==> src/rtl/piso_pkg.sv <==
// Shared types and parameter limits for the parallel-in serial-out transmitter.
package piso_pkg;

    typedef enum logic {
        IDLE  = 1'b0,
        SHIFT = 1'b1
    } state_t;

    localparam int unsigned WIDTH_MIN = 2;
    localparam int unsigned WIDTH_MAX = 64;
    localparam int unsigned LANES_MIN = 1;
    localparam int unsigned LANES_MAX = 8;

endpackage

==> src/rtl/piso_tx_if.sv <==
// Word handshake plus serial line bundle between a word source and piso_tx.
interface piso_tx_if #(
    parameter int unsigned WIDTH = 16,
    parameter int unsigned LANES = 1
);
    logic                     in_valid;
    logic                     in_ready;
    logic [WIDTH*LANES-1:0]   in_data;
    logic [LANES-1:0]         ser_data;
    logic                     ser_frame;
    logic                     ser_active;
    logic                     word_done;

    modport master (
        output in_valid, in_data,
        input  in_ready, ser_data, ser_frame, ser_active, word_done
    );

    modport slave (
        input  in_valid, in_data,
        output in_ready, ser_data, ser_frame, ser_active, word_done
    );
endinterface

==> src/rtl/piso_lane.sv <==
// One serial lane: WIDTH-bit shift register with a registered line output.
module piso_lane #(
    parameter int unsigned WIDTH     = 16,
    parameter bit          MSB_FIRST = 1'b1,
    parameter bit          IDLE_BIT  = 1'b0
) (
    input  logic             clk,
    input  logic             rst,
    input  logic             load,
    input  logic             shift,
    input  logic [WIDTH-1:0] data,
    output logic             bit_out
);

    logic [WIDTH-1:0] sr;

    // bit_out is loaded one position ahead of sr so the line stays registered
    always_ff @(posedge clk or posedge rst) begin
        if (rst) begin
            sr      <= '0;
            bit_out <= IDLE_BIT;
        end else if (load) begin
            sr      <= data;
            bit_out <= MSB_FIRST ? data[WIDTH-1] : data[0];
        end else if (shift) begin
            sr      <= MSB_FIRST ? {sr[WIDTH-2:0], 1'b0} : {1'b0, sr[WIDTH-1:1]};
            bit_out <= MSB_FIRST ? sr[WIDTH-2] : sr[1];
        end else begin
            bit_out <= IDLE_BIT;
        end
    end

endmodule

==> src/rtl/piso_tx.sv <==
// Multi-lane parallel-in serial-out transmitter: shared FSM, bit counter and handshake.
module piso_tx
    import piso_pkg::*;
#(
    parameter int unsigned WIDTH     = 16,
    parameter int unsigned LANES     = 1,
    parameter bit          MSB_FIRST = 1'b1,
    parameter bit          IDLE_BIT  = 1'b0
) (
    input  logic       clk,
    input  logic       rst,
    piso_tx_if.slave   bus
);

    localparam int unsigned     CNT_W   = $clog2(WIDTH);
    localparam logic [CNT_W-1:0] LAST    = CNT_W'(WIDTH - 1);
    localparam logic [CNT_W-1:0] LAST_M1 = CNT_W'(WIDTH - 2);

    if (WIDTH < WIDTH_MIN || WIDTH > WIDTH_MAX || LANES < LANES_MIN || LANES > LANES_MAX) begin : g_param_err
        $error("piso_tx: WIDTH or LANES out of range");
    end

    state_t           state;
    logic [CNT_W-1:0] cnt;
    logic             last_bit;
    logic             xfer;
    logic             shift;
    logic             frame_q;
    logic             active_q;
    logic             done_q;
    logic [LANES-1:0] ser;

    assign last_bit     = (state == SHIFT) && (cnt == LAST);
    assign bus.in_ready = (state == IDLE) || last_bit;
    assign xfer         = bus.in_valid && bus.in_ready;
    assign shift        = (state == SHIFT) && !last_bit;

    // FSM, counter and registered frame/active/done flags
    always_ff @(posedge clk or posedge rst) begin
        if (rst) begin
            state    <= IDLE;
            cnt      <= '0;
            frame_q  <= 1'b0;
            active_q <= 1'b0;
            done_q   <= 1'b0;
        end else begin
            frame_q <= 1'b0;
            done_q  <= 1'b0;
            if (state == IDLE) begin
                if (xfer) begin
                    state    <= SHIFT;
                    cnt      <= '0;
                    frame_q  <= 1'b1;
                    active_q <= 1'b1;
                end
            end else if (last_bit) begin
                cnt <= '0;
                if (xfer) begin
                    frame_q <= 1'b1;
                end else begin
                    state    <= IDLE;
                    active_q <= 1'b0;
                end
            end else begin
                cnt    <= cnt + CNT_W'(1);
                done_q <= (cnt == LAST_M1);
            end
        end
    end

    for (genvar i = 0; i < LANES; i++) begin : g_lane
        piso_lane #(
            .WIDTH     (WIDTH),
            .MSB_FIRST (MSB_FIRST),
            .IDLE_BIT  (IDLE_BIT)
        ) u_lane (
            .clk     (clk),
            .rst     (rst),
            .load    (xfer),
            .shift   (shift),
            .data    (bus.in_data[WIDTH*i +: WIDTH]),
            .bit_out (ser[i])
        );
    end

    assign bus.ser_data   = ser;
    assign bus.ser_frame  = frame_q;
    assign bus.ser_active = active_q;
    assign bus.word_done  = done_q;

    a_cnt_range: assert property (@(posedge clk) disable iff (rst) cnt <= LAST);

endmodule

==> src/flat_wrapper.sv <==
// flat-port wrapper written by rule: the top's interface ports become plain ports
module piso_tx_flat import piso_pkg::*;
#(
    parameter int unsigned WIDTH     = 16,
    parameter int unsigned LANES     = 1,
    parameter bit          MSB_FIRST = 1'b1,
    parameter bit          IDLE_BIT  = 1'b0
)
  (clk, rst, bus_in_valid, bus_in_data, bus_in_ready, bus_ser_data, bus_ser_frame, bus_ser_active, bus_word_done);
  piso_tx_if #(.WIDTH(WIDTH), .LANES(LANES)) bus_i ();
  input  logic clk;
  input  logic rst;
  input wire logic [$bits(bus_i.in_valid)-1:0] bus_in_valid;
  input wire logic [$bits(bus_i.in_data)-1:0] bus_in_data;
  output wire logic [$bits(bus_i.in_ready)-1:0] bus_in_ready;
  output wire logic [$bits(bus_i.ser_data)-1:0] bus_ser_data;
  output wire logic [$bits(bus_i.ser_frame)-1:0] bus_ser_frame;
  output wire logic [$bits(bus_i.ser_active)-1:0] bus_ser_active;
  output wire logic [$bits(bus_i.word_done)-1:0] bus_word_done;
  assign bus_i.in_valid = bus_in_valid;
  assign bus_i.in_data = bus_in_data;
  assign bus_in_ready = bus_i.in_ready;
  assign bus_ser_data = bus_i.ser_data;
  assign bus_ser_frame = bus_i.ser_frame;
  assign bus_ser_active = bus_i.ser_active;
  assign bus_word_done = bus_i.word_done;
  piso_tx #(.WIDTH(WIDTH), .LANES(LANES), .MSB_FIRST(MSB_FIRST), .IDLE_BIT(IDLE_BIT)) u_core (.clk(clk), .rst(rst), .bus(bus_i));
endmodule
==> config.mk <==
export PLATFORM = sky130hd
export DESIGN_NAME = piso_tx_flat
export DESIGN_NICKNAME = d
export VERILOG_FILES = /design/src/rtl/piso_pkg.sv /design/src/rtl/piso_tx_if.sv /design/src/rtl/piso_lane.sv /design/src/rtl/piso_tx.sv /design/src/flat_wrapper.sv
export SDC_FILE = /design/constraint.sdc
export NUM_CORES = 1
export LEC_CHECK = 0
export CAP_MARGIN = 30
export CORE_MARGIN = 2
export CORE_UTILIZATION = 30
export CTS_BUF_LIST = sky130_fd_sc_hd__clkbuf_2
export CTS_CLUSTER_SIZE = 24
export DETAILED_ROUTE_END_ITERATION = 16
export HOLD_SLACK_MARGIN = 0.12
export SLEW_MARGIN = 5
export SYNTH_ARGS = -nofsm -noshare
export SYNTH_HDL_FRONTEND = slang
export SYNTH_SLANG_ARGS = --single-unit
export TNS_END_PERCENT = 30
==> constraint.sdc <==
create_clock -name clk -period 4.2 [get_ports clk]
set_clock_uncertainty 0.15 [all_clocks]
set_input_delay 0.42 -clock clk [delete_from_list [all_inputs] [get_ports clk]]
set_output_delay 0.42 -clock clk [all_outputs]
set_load 0.005 [all_outputs]
Word level (Yosys, flattened, before mapping)
Cells that the tools add are included.
{"block": "word_totals", "out_inout_bits": 5, "n_memories": 0, "reg_bits": 24, "input_bits": 19, "rom_bits": 0, "latch_bits": 0, "ram_bits": 0}
{"block": "classes", "magnitude_cmp": 0, "n_eq_ne": 4, "n_bitwise": 1, "n_div": 0, "reduce_logical": 8, "add_sub_neg": 1, "n_mul": 0, "muxes": 18, "shift": 0}
{"operator": "$mux 15", "count": 2}
{"operator": "$mux 1", "count": 13}
{"operator": "$mux 4", "count": 3}
{"operator": "$eq 4x4->1 const B", "count": 2}
{"operator": "$add 4x1->4 const B", "count": 1}
{"operator": "$ne 2x2->1 const B", "count": 2}
{"operator": "$reduce_bool 2->1", "count": 2}
{"operator": "$logic_and 1x1->1", "count": 3}
{"operator": "$reduce_and 3->1", "count": 1}
{"operator": "$logic_not 1->1", "count": 1}
{"operator": "$logic_or 1x1->1", "count": 1}
{"operator": "$not 1->1", "count": 1}

Logic depth before layout (Yosys ltp)
{"block": "depth", "ltp_word": 7, "mapped_depth": 5, "mapped_depth_nobuf": 4}

By module
Synthesis repeated with hierarchy kept, for this count alone.
{"block": "hier_totals", "hier_cells": 107, "area_unflattened_um2": 1102.3}
{"module": "piso_lane", "cells_each": 70, "area_each_um2": 739.5, "instances": 1}
{"module": "piso_tx", "cells_each": 37, "area_each_um2": 362.8, "instances": 1}

Worst setup path before layout
OpenSTA, ideal clock, no wires.
{"block": "synth_timing", "path_type": "register to register", "from": "register u_core.cnt[0]", "to": "register u_core.g_lane[0].u_lane.sr[14]", "path_buffers": 1, "period_less_slack_ns": 1.553, "arrival_time_ns": 1.276, "path_stages_with_launch": 6, "setup_ns": 0.128, "setup_slack_ns": 2.647, "cell_sequence": "dfrtp_1 > ha_1 > nand3_2 > nand2_2 > buf_6 > mux2_1"}
{"block": "synth_via", "elab_chain_cells": 5, "elab_cells_between_ends": 8, "classes_between": "eq/ne (1); mux (1); reduce/logical (6)"}
{"element": "from (decl)", "line": "piso_tx.sv:24", "text": "logic [CNT_W-1:0] cnt;"}
{"element": "from (signal assigned)", "line": "piso_tx.sv:65", "text": "cnt <= cnt + CNT_W'(1);"}
{"element": "$eq 4x4->1 (*)", "line": "piso_tx.sv:33", "text": "assign last_bit = (state == SHIFT) && (cnt == LAST);"}
{"element": "$logic_and 1x1->1 (*)", "line": "piso_tx.sv:33"}
{"element": "$logic_or 1x1->1 or $logic_not 1->1 (tied branches)", "line": "piso_tx.sv:34, piso_tx.sv:36"}
{"element": "$logic_and 1x1->1 (on tied branches)", "line": "piso_tx.sv:35, piso_tx.sv:36"}
{"element": "$mux 15 or $reduce_bool 2->1 (tied branches)"}
{"element": "to (signal assigned)", "line": "piso_lane.sv:23", "text": "sr <= data;"}
{"element": "to (signal assigned)", "line": "piso_lane.sv:26", "text": "sr <= MSB_FIRST ? {sr[WIDTH-2:0], 1'b0} : {1'b0, sr[WIDTH-1:1]};"}
{"element": "to (decl)", "line": "piso_lane.sv:15", "text": "logic [WIDTH-1:0] sr;"}
Every way passes the cells marked *; elsewhere a longest branch is shown, timed or not.
A chain may end at the register's enable or synchronous reset.

Final worst setup path
{"block": "layout_timing", "from": "register u_core.cnt[0]", "to": "output port bus_in_ready"}
{"block": "layout_via", "elab_chain_cells": 3}
{"element": "$eq 4x4->1", "line": "piso_tx.sv:33"}
{"element": "$logic_and 1x1->1", "line": "piso_tx.sv:33"}
{"element": "$logic_or 1x1->1", "line": "piso_tx.sv:34", "text": "assign bus.in_ready = (state == IDLE) || last_bit;"}
{"element": "to (decl)", "line": "flat_wrapper.sv:15", "text": "output wire logic [$bits(bus_i.in_ready)-1:0] bus_in_ready;"}
No other way between the ends.

==> reports/metrics.yaml <==
die:
  dieArea_um2: 4680
  chipHeight_um: 68.4
  initial_utilization_pct: 31.1
  die_x_um: 68.4
  row_count: 23
  ios: 24
  core_area_um2: 4000
drt:
  route.met3.wl_um: 99
  vias: 750
  dr.first_iter.drc_count: 9
  wl_met1_mm: 1.01
  dr.pass1.iters: 4
  dr_wl_met2_um: 949
  viasPerCell: 4.57
  wire_per_inst_um: 12.7
  topRoutingLayerUsed: "met4"
  final_antenna_net_count: 0
  routed_wl_mm: 2.08
  drc_errors: 0
critical_path:
  cp_data_arrival_time_ns: 2.27
  path_cells: "ha_1, nand3_2, nand2_2, clkdlybuf4s50_1"
  cp_num_buf_inv: 1
  startpoint_type: "flip-flop"
  crit_slowest_cell: "clkdlybuf4s50_1"
  end_kind: "output port"
  cpPeakStageDelay_ns: 0.62
  worstPathRequired_ns: 3.63
  r2r_slack_ns: 2.27
  path_class: "reg -> out"
  path_delay_family: "buffers and inverters"
  worstPathMaxFanout: 20
global_routing:
  grt_first_pass_wirelength_mm: 3.55
  grt_use_total_pct: 10.1
  grt_pass1_vias: 782
  overflow: 0
  grt_max_degree: 25
  antenna_found_initial: 0
cts:
  cts_tree: "yes"
  clk_pin_slew_ns: 0.22
  cts_root_buf: "clkbuf_2"
  cts_resized: 0
  cts-buffers-inserted: 3
  cts_buffer_depth: 2
  clock-sinks: 24
  h-tree-depth: 1
  worst_skew_pair.late_latency_ns: 0.33
final_layout:
  area_growth_pct: 24.9
  fill_cells: 379
  antenna_cells: 0
  fin_nets: 137
  final_layout_size_suffix_gt1_share_pct: 27.2
synthesis:
  synthDominantCellAreaShare_pct: 48.2
  synth.most_common_cell: "dfrtp_1"
  yosys.area.top_type: "dfrtp_1"
  synth_commonest_cells: "dfrtp_1 (24), mux2_4 (22)"
  synth-edff-count: 0
  yosys_warnings: 0
  synth_nets: 111
  ys_ff_latch: 24
  netlist_top_cells_area: "dfrtp_1 (48%), mux2_4 (27%), buf_6 (3.6%), mux2i_1 (3.2%), mux2_1 (2.7%)"
  synth-main-ff-cell: "dfrtp_1"
  avgSynthCellArea_um2: 13.8
  async_flop_share_pct: 100
  synthCells: 90
  seq_area_frac_synth_pct: 48.2
  netlist_area_um2: 1240
  synth.distinct_cells: 21
sta:
  fmax_mhz: 353
  finalCritPeriodShare_pct: 67.5
  relSlewSlack_pct: 61.0
  setup_viol: 0
  rsz0062_at_grt: "no"
  hold_viol_final: 0
  worst_pin_slew_ns: 0.583
  maxSlewViolCount: 0
  min_period_ns: 2.84
  whs_ns: 0.370
  setup_tns_ns: 0
power:
  p_sw_mw: 0.226
  switching_share_pct: 30.5
  vdd_drop_max_mv: 0.166
  p_per_area_nw_per_um2: 476
  leakagePower_nw: 0.722
  pwr-share-comb_pct: 38.7
  pwr-share-seq_pct: 49.7
  cellInternalPower_mw: 0.515
  clkPwrFrac_pct: 11.6
run:
  max_cap_violations: 0
hold_path:
  hp-class: "reg -> reg"
place:
  gp_congestion: 0.643
  dp_hpwl_mm: 1.48
  port_buffers: 23
status:
  status: "completed"
[path summary, 6_finish.rpt]
check                                               from                        endpoint  cells past startpoint
max                                        u_core.cnt[0]                    bus_in_ready                      4
min                        u_core.g_lane[0].u_lane.sr[1]   u_core.g_lane[0].u_lane.sr[2]                      1
max reg2reg                                u_core.cnt[0]   u_core.g_lane[0].u_lane.sr[3]                      4
min reg2reg                u_core.g_lane[0].u_lane.sr[1]   u_core.g_lane[0].u_lane.sr[2]                      1
max in group asynchronous                            rst   u_core.g_lane[0].u_lane.sr[0]                      4
min in group asynchronous                            rst  u_core.g_lane[0].u_lane.sr[13]                      3
[power by group through the flow]
stage / registers [mW] / logic, mW / clock network [mW]
final: 0.368 / 0.286 / 0.0861
after global routing: 0.379 / 0.317 / 0.103
after CTS: 0.369 / 0.288 / 0.0933
after detailed placement: 0.373 / 0.287 / 0
after global placement: 0.371 / 0.276 / 0
after floorplan: 0.356 / 0.232 / 0
[stage by stage]
stage                     power (mW)  instances  cell area, µm²  setup slack (ns)  utilization, %
after detailed placement       0.660        159            1500              1.76            37.6
after floorplan                0.587         90            1240              2.65               -
final                          0.741        164            1560              1.36            38.9
after global routing           0.799        164            1560              1.22            38.9
after global placement         0.646        158            1490              1.63            37.2
after CTS                      0.750        162            1520              1.34            37.9
[flip-flops by register name (all words and copies together), names as in the netlist]
name                          flops
u_core.cnt                        4
u_core.state                      1
u_core.bus.word_done              1
u_core.g_lane.u_lane.sr          15
u_core.g_lane.u_lane.bit_out      1
u_core.bus.ser_active             1
u_core.bus.ser_frame              1
[area by class of cell]
cell class / count / area [µm²] / share of cell area, %
Inverter: 4 / 15.0 / 0.965
Timing Repair Buffer: 26 / 283 / 18.2
Clock buffer: 3 / 15.0 / 0.965
Tap cell: 50 / 62.6 / 4.02
Multi-Input combinational cell: 57 / 579 / 37.2
Sequential cell: 24 / 601 / 38.6
[logic make-up (layout without fill, tap and decap cells)]
group | after synthesis | count (layout) | share of synthesized area, %
simple gates | 16 | 16 | 6.94
fa+ha+maj | 2 | 2 | 2.01
compound gates | 8 | 8 | 3.32
mux | 31 | 31 | 34.3
buf+inv | 9 | 33 | 5.23
flops | 24 | 24 | 48.2
[worst register-to-register path, cell delays in order, from the launching register on]
cell     delay (ns)
dfrtp_1        0.47
ha_1           0.26
nand3_2        0.13
nand2_2        0.47
mux2_1         0.38
[placed cells by master (no fill, tap or decap), drive strengths merged]
cell type | Yosys | layout
clkbuf | 0 | 3
mux2 | 27 | 27
nand4 | 2 | 2
nor2b | 1 | 1
o21ai | 4 | 4
a31oi | 1 | 1
and2 | 1 | 1
buf | 5 | 2
nor2 | 2 | 2
nand2b | 2 | 2
nand2 | 5 | 5
ha | 2 | 2
a21oi | 3 | 3
dfrtp | 24 | 24
mux2i | 4 | 4
nand3 | 3 | 3
dlygate4sd3 | 0 | 1
inv | 4 | 4
clkdlybuf4s50 | 0 | 23
[layer usage]
| layer | track usage [%] | up-vias |
|---|---|---|
| met5 | 0 | - |
| met3 | 2.14 | 2 |
| met2 | 15.7 | 15 |
| met4 | 3.00 | 0 |
| li1 | - | 365 |
| met1 | 13.9 | 368 |
[what timing repair did]
item                                   4_1_cts  5_1_grt
setup endpoints to repair                    0        0
endpoints found under the hold margin        0        1
setup buffers                                0        0
hold buffers                                 0        1
Power figures use the tool's default switching activity.
